**config.mk**
```make
export PLATFORM = sky130hd
export DESIGN_NAME = rl_force_tag_tracker_flat
export DESIGN_NICKNAME = d
export VERILOG_FILES = /design/src/rtl/rl_md_pkg.sv /design/src/rtl/rl_force_tag_tracker_if.sv /design/src/rtl/rl_tag_delay_line.sv /design/src/rtl/rl_force_tag_tracker.sv /design/src/flat_wrapper.sv
export SDC_FILE = /design/constraint.sdc
export NUM_CORES = 1
export LEC_CHECK = 0
export CAP_MARGIN = 20
export CORE_MARGIN = 2
export CORE_UTILIZATION = 45
export CTS_CLUSTER_DIAMETER = 40
export DETAILED_ROUTE_END_ITERATION = 10
export HOLD_SLACK_MARGIN = 0.08
export PLACE_DENSITY = 0.64
export SLEW_MARGIN = 10
export SYNTH_ARGS = -nofsm -noshare
export SYNTH_HDL_FRONTEND = slang
export SYNTH_HIERARCHICAL = 1
export SYNTH_SLANG_ARGS = --single-unit
```
**constraint.sdc**
```tcl
create_clock -name clk -period 6.9 [get_ports clk]
set_input_delay 1.38 -clock clk [delete_from_list [all_inputs] [get_ports clk]]
set_output_delay 1.38 -clock clk [all_outputs]
set_load 0.03 [all_outputs]
```
**src/rtl/rl_md_pkg.sv**
```systemverilog
// Shared definitions for the RL force evaluation unit.
//   calc_id_width  : neighbour ID width = three cell coordinates + particle index
//   calc_cnt_width : width of a counter that can hold pipes*latency entries
//   popcount       : number of set bits in a vector (up to 32 bits)
//   tag_state_e    : reference-switch FSM states
package rl_md_pkg;

    typedef enum logic [1:0] {
        RUN   = 2'd0,
        DRAIN = 2'd1,
        ACK   = 2'd2,
        REL   = 2'd3
    } tag_state_e;

    function automatic int calc_id_width(input int cell_w, input int part_w);
        return 3 * cell_w + part_w;
    endfunction

    function automatic int calc_cnt_width(input int pipes, input int latency);
        return $clog2(pipes * latency + 1);
    endfunction

    function automatic int unsigned popcount(input logic [31:0] v);
        int unsigned n;
        n = 0;
        for (int i = 0; i < 32; i++) begin
            n = n + {31'd0, v[i]};
        end
        return n;
    endfunction

endpackage

```
**src/rtl/rl_force_tag_tracker_if.sv**
```systemverilog
// Bus between the pair generator / force pipelines and the tag tracker.
//   master : drives pipeline issue, force-valid, buffer status and switch request
//   slave  : the tracker; returns delayed tags, switch grant, counters and errors
interface rl_force_tag_tracker_if
    import rl_md_pkg::*;
#(
    parameter int NUM_PIPES         = 2,
    parameter int CELL_ID_WIDTH     = 3,
    parameter int PARTICLE_ID_WIDTH = 7,
    parameter int PIPE_LATENCY      = 14,
    parameter int ID_WIDTH          = calc_id_width(CELL_ID_WIDTH, PARTICLE_ID_WIDTH),
    parameter int CNT_WIDTH         = calc_cnt_width(NUM_PIPES, PIPE_LATENCY)
);

    logic [NUM_PIPES-1:0]                   in_valid;
    logic [NUM_PIPES*ID_WIDTH-1:0]          in_nb_id;
    logic [NUM_PIPES-1:0]                   force_valid_in;
    logic                                   buffers_empty;
    logic                                   ref_switch_req;
    logic [PARTICLE_ID_WIDTH-1:0]           ref_next_id;

    logic                                   ref_switch_ack;
    logic [PARTICLE_ID_WIDTH-1:0]           active_ref_id;
    logic [NUM_PIPES-1:0]                   out_valid;
    logic [NUM_PIPES*ID_WIDTH-1:0]          out_nb_id;
    logic [NUM_PIPES*PARTICLE_ID_WIDTH-1:0] out_ref_id;
    logic                                   ref_done;
    logic [PARTICLE_ID_WIDTH-1:0]           ref_done_id;
    logic [CNT_WIDTH-1:0]                   inflight;
    logic [NUM_PIPES-1:0]                   align_err;
    logic                                   drain_err;

    modport master (
        output in_valid, in_nb_id, force_valid_in, buffers_empty,
               ref_switch_req, ref_next_id,
        input  ref_switch_ack, active_ref_id, out_valid, out_nb_id, out_ref_id,
               ref_done, ref_done_id, inflight, align_err, drain_err
    );

    modport slave (
        input  in_valid, in_nb_id, force_valid_in, buffers_empty,
               ref_switch_req, ref_next_id,
        output ref_switch_ack, active_ref_id, out_valid, out_nb_id, out_ref_id,
               ref_done, ref_done_id, inflight, align_err, drain_err
    );

endinterface

```
**src/rtl/rl_tag_delay_line.sv**
```systemverilog
// Single-pipe tag shift line. A {valid, nb_id, ref_id} entry presented on
// cycle t appears on the outputs on cycle t+PIPE_LATENCY.
//   clk, rst            : clock, synchronous active-high reset
//   i_valid/i_nb_id/i_ref_id : entry sampled every cycle
//   o_valid/o_nb_id/o_ref_id : entry PIPE_LATENCY cycles old
module rl_tag_delay_line #(
    parameter int PIPE_LATENCY = 14,
    parameter int ID_WIDTH     = 16,
    parameter int REF_WIDTH    = 7
) (
    input  logic                 clk,
    input  logic                 rst,
    input  logic                 i_valid,
    input  logic [ID_WIDTH-1:0]  i_nb_id,
    input  logic [REF_WIDTH-1:0] i_ref_id,
    output logic                 o_valid,
    output logic [ID_WIDTH-1:0]  o_nb_id,
    output logic [REF_WIDTH-1:0] o_ref_id
);

    logic [PIPE_LATENCY-1:0] r_valid;
    logic [ID_WIDTH-1:0]     r_nb_id  [PIPE_LATENCY];
    logic [REF_WIDTH-1:0]    r_ref_id [PIPE_LATENCY];

    always_ff @(posedge clk) begin
        if (rst) begin
            r_valid <= '0;
            for (int s = 0; s < PIPE_LATENCY; s++) begin
                r_nb_id[s]  <= '0;
                r_ref_id[s] <= '0;
            end
        end else begin
            r_valid[0]  <= i_valid;
            r_nb_id[0]  <= i_nb_id;
            r_ref_id[0] <= i_ref_id;
            for (int s = 1; s < PIPE_LATENCY; s++) begin
                r_valid[s]  <= r_valid[s-1];
                r_nb_id[s]  <= r_nb_id[s-1];
                r_ref_id[s] <= r_ref_id[s-1];
            end
        end
    end

    assign o_valid  = r_valid[PIPE_LATENCY-1];
    assign o_nb_id  = r_nb_id[PIPE_LATENCY-1];
    assign o_ref_id = r_ref_id[PIPE_LATENCY-1];

endmodule

```
**src/rtl/rl_force_tag_tracker.sv**
```systemverilog
// Tags every pair issued into the NUM_PIPES force pipelines with its neighbour
// ID and the active reference ID, delivers the tag aligned with the force
// output, counts pairs in flight and sequences reference switches with a
// 4-phase req/ack handshake that waits for the pipelines to drain.
//   clk, rst : clock, synchronous active-high reset
//   bus      : slave side of rl_force_tag_tracker_if
//
// state | meaning
// RUN   | tagging with active_ref_id, waiting for a switch request
// DRAIN | request captured; waiting for no pairs in flight or entering and buffers empty
// ACK   | one-cycle grant; active_ref_id takes the captured reference at its end
// REL   | tagging with the new reference, waiting for the request to drop
module rl_force_tag_tracker
    import rl_md_pkg::*;
#(
    parameter int NUM_PIPES         = 2,
    parameter int CELL_ID_WIDTH     = 3,
    parameter int PARTICLE_ID_WIDTH = 7,
    parameter int PIPE_LATENCY      = 14,
    parameter int ID_WIDTH          = calc_id_width(CELL_ID_WIDTH, PARTICLE_ID_WIDTH),
    parameter int CNT_WIDTH         = calc_cnt_width(NUM_PIPES, PIPE_LATENCY)
) (
    input  logic                 clk,
    input  logic                 rst,
    rl_force_tag_tracker_if.slave bus
);

    tag_state_e                             r_state, w_state_nxt;
    logic [PARTICLE_ID_WIDTH-1:0]           r_next_ref, w_next_ref_nxt;
    logic [PARTICLE_ID_WIDTH-1:0]           r_active_ref, w_active_ref_nxt;
    logic                                   r_ack, w_ack_nxt;
    logic [PARTICLE_ID_WIDTH-1:0]           r_done_id, w_done_id_nxt;
    logic [CNT_WIDTH-1:0]                   r_inflight;
    logic [NUM_PIPES-1:0]                   r_align_err;
    logic                                   r_drain_err;

    logic [NUM_PIPES-1:0]                   w_out_valid;
    logic [NUM_PIPES*ID_WIDTH-1:0]          w_out_nb_id;
    logic [NUM_PIPES*PARTICLE_ID_WIDTH-1:0] w_out_ref_id;
    logic [CNT_WIDTH-1:0]                   w_pop_in, w_pop_out;

    for (genvar p = 0; p < NUM_PIPES; p++) begin : g_pipe
        rl_tag_delay_line #(
            .PIPE_LATENCY (PIPE_LATENCY),
            .ID_WIDTH     (ID_WIDTH),
            .REF_WIDTH    (PARTICLE_ID_WIDTH)
        ) u_line (
            .clk      (clk),
            .rst      (rst),
            .i_valid  (bus.in_valid[p]),
            .i_nb_id  (bus.in_nb_id[p*ID_WIDTH +: ID_WIDTH]),
            .i_ref_id (r_active_ref),
            .o_valid  (w_out_valid[p]),
            .o_nb_id  (w_out_nb_id[p*ID_WIDTH +: ID_WIDTH]),
            .o_ref_id (w_out_ref_id[p*PARTICLE_ID_WIDTH +: PARTICLE_ID_WIDTH])
        );
    end

    assign w_pop_in  = CNT_WIDTH'(popcount(32'(bus.in_valid)));
    assign w_pop_out = CNT_WIDTH'(popcount(32'(w_out_valid)));

    always_ff @(posedge clk) begin
        if (rst) begin
            r_state      <= RUN;
            r_next_ref   <= '0;
            r_active_ref <= '0;
            r_ack        <= 1'b0;
            r_done_id    <= '0;
        end else begin
            r_state      <= w_state_nxt;
            r_next_ref   <= w_next_ref_nxt;
            r_active_ref <= w_active_ref_nxt;
            r_ack        <= w_ack_nxt;
            r_done_id    <= w_done_id_nxt;
        end
    end

    always_comb begin
        w_state_nxt      = r_state;
        w_next_ref_nxt   = r_next_ref;
        w_active_ref_nxt = r_active_ref;
        case (r_state)
            RUN: begin
                if (bus.ref_switch_req) begin
                    w_next_ref_nxt = bus.ref_next_id;
                    w_state_nxt    = DRAIN;
                end
            end
            DRAIN: begin
                if (r_inflight == '0 && w_pop_in == '0 && bus.buffers_empty)
                    w_state_nxt = ACK;
            end
            ACK: begin
                w_active_ref_nxt = r_next_ref;
                w_state_nxt      = REL;
            end
            REL: begin
                if (!bus.ref_switch_req)
                    w_state_nxt = RUN;
            end
            default: w_state_nxt = RUN;
        endcase
        // Registered decode: the flops hold these values while the state is ACK.
        w_ack_nxt     = (w_state_nxt == ACK);
        w_done_id_nxt = w_ack_nxt ? r_active_ref : '0;
    end

    // Entry and exit in the same cycle cancel; modular arithmetic keeps the
    // intermediate difference harmless.
    always_ff @(posedge clk) begin
        if (rst) begin
            r_inflight  <= '0;
            r_align_err <= '0;
            r_drain_err <= 1'b0;
        end else begin
            r_inflight  <= r_inflight + w_pop_in - w_pop_out;
            r_align_err <= r_align_err | (bus.force_valid_in ^ w_out_valid);
            r_drain_err <= r_drain_err | ((r_state == DRAIN) && (|bus.in_valid));
        end
    end

    assign bus.ref_switch_ack = r_ack;
    assign bus.ref_done       = r_ack;
    assign bus.ref_done_id    = r_done_id;
    assign bus.active_ref_id  = r_active_ref;
    assign bus.out_valid      = w_out_valid;
    assign bus.out_nb_id      = w_out_nb_id;
    assign bus.out_ref_id     = w_out_ref_id;
    assign bus.inflight       = r_inflight;
    assign bus.align_err      = r_align_err;
    assign bus.drain_err      = r_drain_err;

endmodule

```
**src/flat_wrapper.sv**
```systemverilog
// flat-port wrapper written by rule: the top's interface ports become plain ports
module rl_force_tag_tracker_flat import rl_md_pkg::*;
#(
    parameter int NUM_PIPES         = 2,
    parameter int CELL_ID_WIDTH     = 3,
    parameter int PARTICLE_ID_WIDTH = 7,
    parameter int PIPE_LATENCY      = 14,
    parameter int ID_WIDTH          = calc_id_width(CELL_ID_WIDTH, PARTICLE_ID_WIDTH),
    parameter int CNT_WIDTH         = calc_cnt_width(NUM_PIPES, PIPE_LATENCY)
)
  (clk, rst, bus_in_valid, bus_in_nb_id, bus_force_valid_in, bus_buffers_empty, bus_ref_switch_req, bus_ref_next_id, bus_ref_switch_ack, bus_active_ref_id, bus_out_valid, bus_out_nb_id, bus_out_ref_id, bus_ref_done, bus_ref_done_id, bus_inflight, bus_align_err, bus_drain_err);
  rl_force_tag_tracker_if #(.NUM_PIPES(NUM_PIPES), .CELL_ID_WIDTH(CELL_ID_WIDTH), .PARTICLE_ID_WIDTH(PARTICLE_ID_WIDTH), .PIPE_LATENCY(PIPE_LATENCY), .ID_WIDTH(ID_WIDTH), .CNT_WIDTH(CNT_WIDTH)) bus_i ();
  input  logic clk;
  input  logic rst;
  input wire logic [$bits(bus_i.in_valid)-1:0] bus_in_valid;
  input wire logic [$bits(bus_i.in_nb_id)-1:0] bus_in_nb_id;
  input wire logic [$bits(bus_i.force_valid_in)-1:0] bus_force_valid_in;
  input wire logic [$bits(bus_i.buffers_empty)-1:0] bus_buffers_empty;
  input wire logic [$bits(bus_i.ref_switch_req)-1:0] bus_ref_switch_req;
  input wire logic [$bits(bus_i.ref_next_id)-1:0] bus_ref_next_id;
  output wire logic [$bits(bus_i.ref_switch_ack)-1:0] bus_ref_switch_ack;
  output wire logic [$bits(bus_i.active_ref_id)-1:0] bus_active_ref_id;
  output wire logic [$bits(bus_i.out_valid)-1:0] bus_out_valid;
  output wire logic [$bits(bus_i.out_nb_id)-1:0] bus_out_nb_id;
  output wire logic [$bits(bus_i.out_ref_id)-1:0] bus_out_ref_id;
  output wire logic [$bits(bus_i.ref_done)-1:0] bus_ref_done;
  output wire logic [$bits(bus_i.ref_done_id)-1:0] bus_ref_done_id;
  output wire logic [$bits(bus_i.inflight)-1:0] bus_inflight;
  output wire logic [$bits(bus_i.align_err)-1:0] bus_align_err;
  output wire logic [$bits(bus_i.drain_err)-1:0] bus_drain_err;
  assign bus_i.in_valid = bus_in_valid;
  assign bus_i.in_nb_id = bus_in_nb_id;
  assign bus_i.force_valid_in = bus_force_valid_in;
  assign bus_i.buffers_empty = bus_buffers_empty;
  assign bus_i.ref_switch_req = bus_ref_switch_req;
  assign bus_i.ref_next_id = bus_ref_next_id;
  assign bus_ref_switch_ack = bus_i.ref_switch_ack;
  assign bus_active_ref_id = bus_i.active_ref_id;
  assign bus_out_valid = bus_i.out_valid;
  assign bus_out_nb_id = bus_i.out_nb_id;
  assign bus_out_ref_id = bus_i.out_ref_id;
  assign bus_ref_done = bus_i.ref_done;
  assign bus_ref_done_id = bus_i.ref_done_id;
  assign bus_inflight = bus_i.inflight;
  assign bus_align_err = bus_i.align_err;
  assign bus_drain_err = bus_i.drain_err;
  rl_force_tag_tracker #(.NUM_PIPES(NUM_PIPES), .CELL_ID_WIDTH(CELL_ID_WIDTH), .PARTICLE_ID_WIDTH(PARTICLE_ID_WIDTH), .PIPE_LATENCY(PIPE_LATENCY), .ID_WIDTH(ID_WIDTH), .CNT_WIDTH(CNT_WIDTH)) u_core (.clk(clk), .rst(rst), .bus(bus_i));
endmodule
```
Word level (Yosys, flattened, before mapping)
Memories as Yosys holds them, arrays and structs flattened.
Cells that the tools add are included.

word-level totals
  register bits = 60
  bits in writable memories = 644
  input bits = 47
  output and inout port bits = 72
  logic and storage cells = 154
  memories = 4

operators by class
  add/sub/neg operators = 4
  equal/unequal tests = 4
  multiplexer cells = 63
  bitwise gates (word level) = 60
  reductions and logical operators = 9

memory list
  name                              depth  width  rd ports  clocked after memory_dff  write ports  line                     RTL
  u_core.g_pipe[0].u_line.r_nb_id   14     16     14        0                         14           rl_tag_delay_line.sv:22  logic [ID_WIDTH-1:0] r_nb_id [PIPE_LATENCY];
  u_core.g_pipe[1].u_line.r_nb_id   14     16     14        0                         14           rl_tag_delay_line.sv:22
  u_core.g_pipe[0].u_line.r_ref_id  14     7      14        0                         14           rl_tag_delay_line.sv:23  logic [REF_WIDTH-1:0] r_ref_id [PIPE_LATENCY];
  u_core.g_pipe[1].u_line.r_ref_id  14     7      14        0                         14           rl_tag_delay_line.sv:23

operator list
  kind                                                             count
  16-bit 2-to-1 mux                                                28
  7-bit 2-to-1 mux                                                 28
  1-bit bitwise OR                                                 57
  5-bit logical NOT                                                2
  2-bit case mux with 4 select lines                               1
  2-bit == test, second input constant                             3
  2-bit 2-to-1 mux                                                 3
  5-bit adder                                                      1
  5-bit subtractor                                                 1
  1-bit by 1-bit adder with 2-bit output                           2
  2-bit OR reduction                                               2
  1-bit logical AND                                                3
  1-bit 2-to-1 mux                                                 3
  2-bit by 1-bit == test with 1-bit output, second input constant  1
  2-bit logical NOT                                                1
  2-bit bitwise OR                                                 1
  2-bit AND reduction                                              1
  2-bit XOR                                                        1
  1-bit inverter                                                   1

Logic depth before layout (Yosys ltp)
Gate-level depths: netlist (run 1).

  depth after elaboration = 9
  gate-level depth with buffers = 11
  gate-level depth less buffers = 11

By module
Netlist (run 1), hierarchy kept.

by module, submodules not included
  module                instances  cells an instance  area an instance (um^2)  sequential area each (um^2)
  rl_tag_delay_line     2          732                9215.1                   6726.5
  rl_force_tag_tracker  1          138                1445.1                   640.6

Least setup slack after synthesis (run 1)
OpenSTA, ideal clock, no wires.

  path type = input to register
  start point = input port bus_in_valid[0]
  end point = register u_core.r_inflight[4] (netlist: u_core/bus.inflight[4])
  setup time = 69 ps
  arrival = 3336 ps
  data required time = 6831 ps
  path slack = 3496 ps
  cell stages on the path = 11
  path buffers = 0
  cells stage by stage = inv_1 > ha_1 > inv_1 > fa_1 > inv_1 > ha_1 > inv_1 > fa_1 > nand2b_1 > a2111o_1 > o21ai_1

on the way
  word-level cells in the longest chain between the ends = 3

RTL lines
  item                                    line                         RTL
  from (decl)                             flat_wrapper.sv:15           input wire logic [$bits(bus_i.in_valid)-1:0] bus_in_valid;
  1-bit by 1-bit adder with 2-bit output  rl_md_pkg.sv:27              n = n + {31'd0, v[i]};
  5-bit adder                             rl_force_tag_tracker.sv:116  r_inflight <= r_inflight + w_pop_in - w_pop_out;
  5-bit subtractor                        rl_force_tag_tracker.sv:116
  to (signal assigned)                    rl_force_tag_tracker.sv:116
  to (decl)                               rl_force_tag_tracker.sv:33   logic [CNT_WIDTH-1:0] r_inflight;

No other way between the ends.
A chain may end at the register's enable or synchronous reset.

Final worst setup path (run 1)
Same ends and word-level chain as after synthesis.

==> results of run 1 <==
[flip-flops by register name (all words and copies together), names as in the netlist]
register	flops
u_core/bus.inflight	5
u_core/bus.active_ref_id	7
u_core/bus.drain_err	1
u_core/g_pipe.u_line/r_ref_id	196
u_core/r_state	2
u_core/bus.ref_done	1
u_core/r_next_ref	7
u_core/bus.align_err	2
u_core/bus.ref_done_id	7
u_core/g_pipe.u_line/r_valid	28
u_core/g_pipe.u_line/r_nb_id	448
[area by class of cell]
cell class	instances	area, um2
multi-input combinational	756	4900
timing repair buffer	120	1230
sequential	704	14100
clock inverter	46	578
fill	3777	20100
tap	592	741
clock buffer	100	2270
inverter	16	60.1
[layer usage]
metal  GRT usage [%]  vias up
li1                -     4954
met1            11.8     3923
met2            15.1      171
met3            4.13       54
met4            6.30        0
met5               0        -
[critical path: stages]
cell and delay [ns]:
clkdlybuf4s50_1 0.53, inv_1 0.08, ha_1 0.29, inv_1 0.07, fa_1 0.41, inv_1 0.07, ha_1 0.16, inv_1 0.05
fa_1 0.39, nand2b_1 0.20, a2111o_1 0.38, o21ai_1 0.09
[per-stage QoR]
step	utilization, %	setup WS, ns	total power, mW	std cells	hold slack, ns
2_1_floorplan	-	3.50	4.43	1602	0.414
3_3_place_gp	47.9	2.80	4.50	2188	0.417
3_5_place_dp	47.9	2.70	4.52	2188	0.420
4_1_cts	54.3	3.34	8.92	2334	0.423
5_1_grt	54.3	3.21	9.14	2334	0.440
6_report	54.3	3.31	8.78	2334	0.422
[logic make-up (layout without fill, tap and decap cells)]
| group | count (synthesis) | in the layout | synth area share (%) |
|---|---|---|---|
| AO/OA/AOI/OAI | 9 | 9 | 0.327 |
| AND/OR/NAND/NOR | 716 | 716 | 22.5 |
| buffers and inverters | 142 | 282 | 4.43 |
| multiplexers | 14 | 14 | 0.705 |
| XOR/XNOR | 5 | 5 | 0.220 |
| flip-flops | 704 | 704 | 70.9 |
| adder cells (fa/ha/maj) | 12 | 12 | 0.869 |
[cells in the final DEF (no fill, tap or decap), types with 3 or more instances in the layout]
| master | instances |
|---|---|
| clkbuf_1 | 4 |
| clkbuf_16 | 83 |
| xor2_1 | 4 |
| inv_6 | 11 |
| dfxtp_1 | 704 |
| clkbuf_8 | 13 |
| fa_1 | 3 |
| clkinv_4 | 6 |
| clkinvlp_4 | 4 |
| bufinv_16 | 10 |
| ha_1 | 9 |
| nor2_1 | 23 |
| clkinv_2 | 12 |
| nor2b_1 | 675 |
| mux2i_1 | 14 |
| nand2b_1 | 5 |
| and2_1 | 7 |
| a21oi_1 | 3 |
| clkdlybuf4s50_1 | 117 |
| inv_1 | 16 |
[power groups by stage]
| stage | registers [mW] | logic [mW] | clock network (mW) |
|---|---|---|---|
| floorplan | 4.25 | 0.187 | 0 |
| global placement | 4.23 | 0.277 | 0 |
| detailed placement | 4.23 | 0.296 | 0 |
| CTS | 4.14 | 0.297 | 4.48 |
| global route | 4.14 | 0.322 | 4.67 |
| finish | 4.14 | 0.296 | 4.34 |
[path summary, 6_finish.rpt]
kind / startpoint / to
max reg2reg: u_core/g_pipe[0].u_line/r_valid[13] / u_core/bus.inflight[4]
min: u_core/g_pipe[0].u_line/r_nb_id[0][40] / u_core/g_pipe[0].u_line/r_nb_id[0][56]
min reg2reg: u_core/g_pipe[0].u_line/r_nb_id[0][40] / u_core/g_pipe[0].u_line/r_nb_id[0][56]
max: bus_in_valid[0] / u_core/bus.inflight[4]
==> flow_metrics.py, run 1 <==
metrics = {
    "run_status": {
        "status": "finished clean",
    },
    "routing": {
        "top_layer_used": "met4",
        "met2WireLength_mm": 9.74,
        "dr_wl_met3_mm": 1.74,
        "routed_via_density": 3.90,
        "route.detailed.drc": 0,
        "wl_met1_mm": 10.4,
        "dr.pass1.iters": 4,
        "wl_per_cell_um": 9.73,
        "routed_wl_mm": 22.7,
        "final_antenna_net_count": 0,
        "vias": 9102,
        "drt-initial-drc-count": 400,
    },
    "finish": {
        "area_growth_syn_to_layout_pct": 20.1,
        "post-route-cell-area_um2": 23900,
        "nets": 1737,
        "drive_above_1_share_pct": 8.55,
        "diodes": 0,
    },
    "critical_path": {
        "cp_max_fo": 3,
        "endpoint_kind": "flip-flop",
        "cp_data_arrival_time_ns": 4.11,
        "cp.required_ns": 7.41,
        "critical_path_class": "in -> reg",
        "reg2reg_depth": 11,
        "start_kind": "input pin",
        "reg2reg_slack_ns": 3.95,
    },
    "logic_synthesis": {
        "ys_warn_count": 6,
        "synth_area_leader_cell": "dfxtp_1",
        "ys_seq_area_share_pct": 70.9,
        "yosys_register_bits": 704,
        "synth.cell_area_um2": 19900,
        "synthTopCellsByCount": "704 x dfxtp_1, 675 x nor2b_1, 68 x buf_4",
        "synth_edf_count": 0,
        "syn_area_per_cell_um2": 12.4,
        "yosysMostFrequentCell": "dfxtp_1",
        "syn_nets": 1661,
        "synthArstFlopShare_pct": 0,
        "netlist_instances": 1602,
        "synth.distinct_cells": 27,
        "synth_area_leaders": "dfxtp_1 71%, nor2b_1 21%, buf_4 2.6%",
        "ys.flop_type": "dfxtp_1",
        "synthDominantCellAreaShare_pct": 70.9,
    },
    "global_route": {
        "grt_pass1_wl_mm": 38.4,
        "grt-ovfl-total": 0,
        "grt_pass1_vias": 8471,
        "antenna_found_initial": 0,
        "grt_max_degree": 264,
        "track_usage_pct": 10.0,
    },
    "sta": {
        "rsz0062_at_grt": "false",
        "final-hold-violation-count": 0,
        "maxSlewViolCount": 0,
        "slew_headroom_pct": 25.6,
        "worst_slew_pin_slew_ns": 1.12,
        "setup_tns_ns": 0,
        "setup_viol": 0,
        "period_share_pct": 52.1,
        "skew_ns": 0.0170,
        "fmax_mhz": 278,
        "min_period_ns": 3.59,
    },
    "pwr": {
        "sw_frac_of_total_pct": 20.5,
        "p_leak_nw": 9.46,
        "power.density_nw_per_um2": 368,
        "clkPwrFrac_pct": 49.5,
        "internal-power_mw": 6.98,
        "ir_worst_vdd_mv": 0.240,
        "seqPwrFrac_pct": 47.2,
        "combPwrFrac_pct": 3.4,
        "net-switching-power_mw": 1.80,
    },
    "clocking": {
        "cts_buffer_depth": 3,
        "clkSlewWorstSetupHoldPaths_ns": 0.06,
        "clk_latency_ns": 0.59,
        "cts_tree": "built",
        "cts_hold_buf": 0,
        "h-tree-depth": 3,
        "numCtsBuffers": 80,
        "cts.sinks": 704,
        "cts_setup_buffers": 0,
        "cts_root_buffer": "clkbuf_16",
        "cts_resized": 0,
    },
    "die": {
        "die-area_um2": 45900,
        "boundaryPins": 119,
        "die_width_um": 214,
        "initial_core_util_pct": 45.2,
        "std_cell_rows": 77,
        "fp.dieH_um": 214,
        "fp.coreArea_um2": 43900,
    },
    "min_path": {
        "min_path_cells": 1,
        "hold_path.class": "reg -> reg",
    },
    "job": {
        "cap_violations": 0,
    },
    "place": {
        "io_buffers": 118,
        "place_hpwl_mm": 11.6,
        "placed_area_um2": 21000,
        "place_congestion": 0.748,
    },
}
Note: power is estimated with default switching activity, not from simulation.
==> run 2: changes to the inputs <==
PLACE_DENSITY = 0.67   (was 0.64)
clock period = 3.15 ns   (was 6.9 ns; I/O delays follow)
==> flow_metrics.py, run 2 (synthesis results as in run 1) <==
metrics = {
    "run_status": {
        "status": "finished clean",
    },
    "global_route": {
        "grt-ovfl-total": 0,
        "grt_pass1_wl_mm": 39.9,
        "antenna_found_initial": 2,
        "grt_max_degree": 102,
        "track_usage_pct": 10.4,
        "grt_pass1_vias": 8740,
    },
    "critical_path": {
        "path_common_cell": "inv_1",
        "r2r-start": "u_core/g_pipe[0].u_line/r_valid[13]",
        "cp.required_ns": 3.67,
        "critical_path_class": "reg -> reg",
        "start_kind": "flip-flop",
        "path_buf_inv": 4,
        "cp_data_arrival_time_ns": 3.38,
        "crit_path_start": "u_core/g_pipe[0].u_line/r_valid[13]",
        "slowest_stage": "fa_1",
        "endpoint_kind": "flip-flop",
        "critical_path.top_delay_family": "adder cells",
        "cpPeakStageDelay_ns": 0.53,
        "cp.depth": 11,
        "worstPathCellList": "inv_1 -> fa_1 -> inv_1 -> fa_1 -> inv_1 -> ha_1 -> inv_1 -> fa_1 -> nand2b_1 -> a2111o_1 -> o21ai_1",
        "reg2reg_depth": 11,
        "cp_max_fo": 3,
    },
    "place": {
        "place_hpwl_mm": 12.5,
        "io_buffers": 118,
        "place_congestion": 0.780,
    },
    "sta": {
        "final-hold-violation-count": 0,
        "rsz0062_at_grt": "false",
        "period_share_pct": 91.0,
        "min_period_ns": 2.87,
        "setup_viol": 0,
        "skew_ns": 0.0131,
        "worst_slew_pin_slew_ns": 0.679,
        "maxSlewViolCount": 0,
        "fmax_mhz": 349,
        "slew_headroom_pct": 54.5,
    },
    "finish": {
        "fillerInstances": 3710,
        "reg_top3": "u_core/g_pipe.u_line/r_nb_id (448), u_core/g_pipe.u_line/r_ref_id (196), u_core/g_pipe.u_line/r_valid (28)",
        "layout_commonest_cell": "dfxtp_1",
        "largest_reg_flops": 448,
        "area_growth_syn_to_layout_pct": 20.4,
        "drive_above_1_share_pct": 8.90,
        "nets": 1747,
        "utilization_pct": 54.5,
        "mostFrequentLayoutCells": "704 x dfxtp_1, 675 x nor2b_1, 117 x clkdlybuf4s50_1",
        "top_register": "u_core/g_pipe.u_line/r_nb_id",
    },
    "pwr": {
        "ir_worst_vdd_mv": 0.403,
        "power.density_nw_per_um2": 795,
        "p_leak_nw": 9.48,
        "p_total_mw": 19.0,
    },
    "min_path": {
        "hold_path.class": "reg -> reg",
        "hp-start": "u_core/g_pipe[0].u_line/r_ref_id[3][4]",
        "min_path_cells": 1,
    },
    "clocking": {
        "numCtsBuffers": 78,
        "cts_setup_buffers": 0,
        "cts_buffer_depth": 3,
        "h-tree-depth": 3,
        "cts_tree": "built",
        "cts_resized": 0,
        "clk_latency_ns": 0.59,
        "cts_root_buffer": "clkbuf_16",
        "clkSlewWorstSetupHoldPaths_ns": 0.06,
        "cts_hold_buf": 0,
        "cts.sinks": 704,
    },
    "routing": {
        "wl_per_cell_um": 9.96,
        "route.detailed.drc": 0,
        "drt-initial-drc-count": 282,
        "routed_wl_mm": 23.4,
        "routed_via_density": 3.93,
        "final_antenna_net_count": 0,
        "vias": 9230,
        "dr.pass1.iters": 4,
    },
    "die": {
        "initial_core_util_pct": 45.2,
        "fp.dieH_um": 214,
        "die_width_um": 214,
        "fp.coreArea_um2": 43900,
        "die-area_um2": 45900,
        "boundaryPins": 119,
        "std_cell_rows": 77,
    },
    "job": {
        "cap_violations": 0,
    },
}
==> run 2: changes by cell type in the layout (fill, tap and decap cells not counted), sizes merged <==
cell      before  now
buf            3   15
inv           29   30
clkinvlp       4    6
bufinv        10    8
clkbuf       100  103
clkinv        19   14
diode          0    2
==> run 2: area by class of cell <==
class                   instances  area, um2  share of cell area, %
diodes                          2       5.00                 0.0209
clock buffers                 103       2250                   9.40
multi-input cells             756       4900                   20.5
inverters                      16       60.1                  0.251
well taps                     592        741                   3.09
repair buffers                132       1370                   5.71
clock inverters                42        518                   2.16
flip-flops and latches        704      14100                   58.9
==> run 2: per-layer routing <==
layer	track usage, %	vias to the layer above	routed length [um]
li1	-	4978	-
met1	12.3	4018	10700
met2	15.6	175	10100
met3	4.40	59	1910
met4	6.34	0	728
met5	0	-	0
==> run 2: metrics by stage <==
stage	setup TNS, ns	area, um2	hold WS [ns]	cells	worst slack (ns)
3_3_place_gp	-0.140	21200	0.416	2200	-0.140
5_1_grt	0	23900	0.434	2345	0.124
4_1_cts	0	23900	0.426	2345	0.289
2_1_floorplan	0	19900	0.414	1602	0.251
6_report	0	23900	0.427	2347	0.284
3_5_place_dp	-0.316	21200	0.420	2200	-0.252
==> run 2: report_power, final <==
group	leakage [nW]	internal, mW	switching, mW
logic	2.44	0.299	0.375
clock network	1.35	5.77	3.52
registers	5.69	9.01	0.0503
==> run 2: final timing paths <==
path	end	slack, ns
max	u_core/bus.inflight[4]	0.28
max reg2reg	u_core/bus.inflight[4]	0.28
min	u_core/g_pipe[0].u_line/r_ref_id[3][11]	0.43
min reg2reg	u_core/g_pipe[0].u_line/r_ref_id[3][11]	0.43
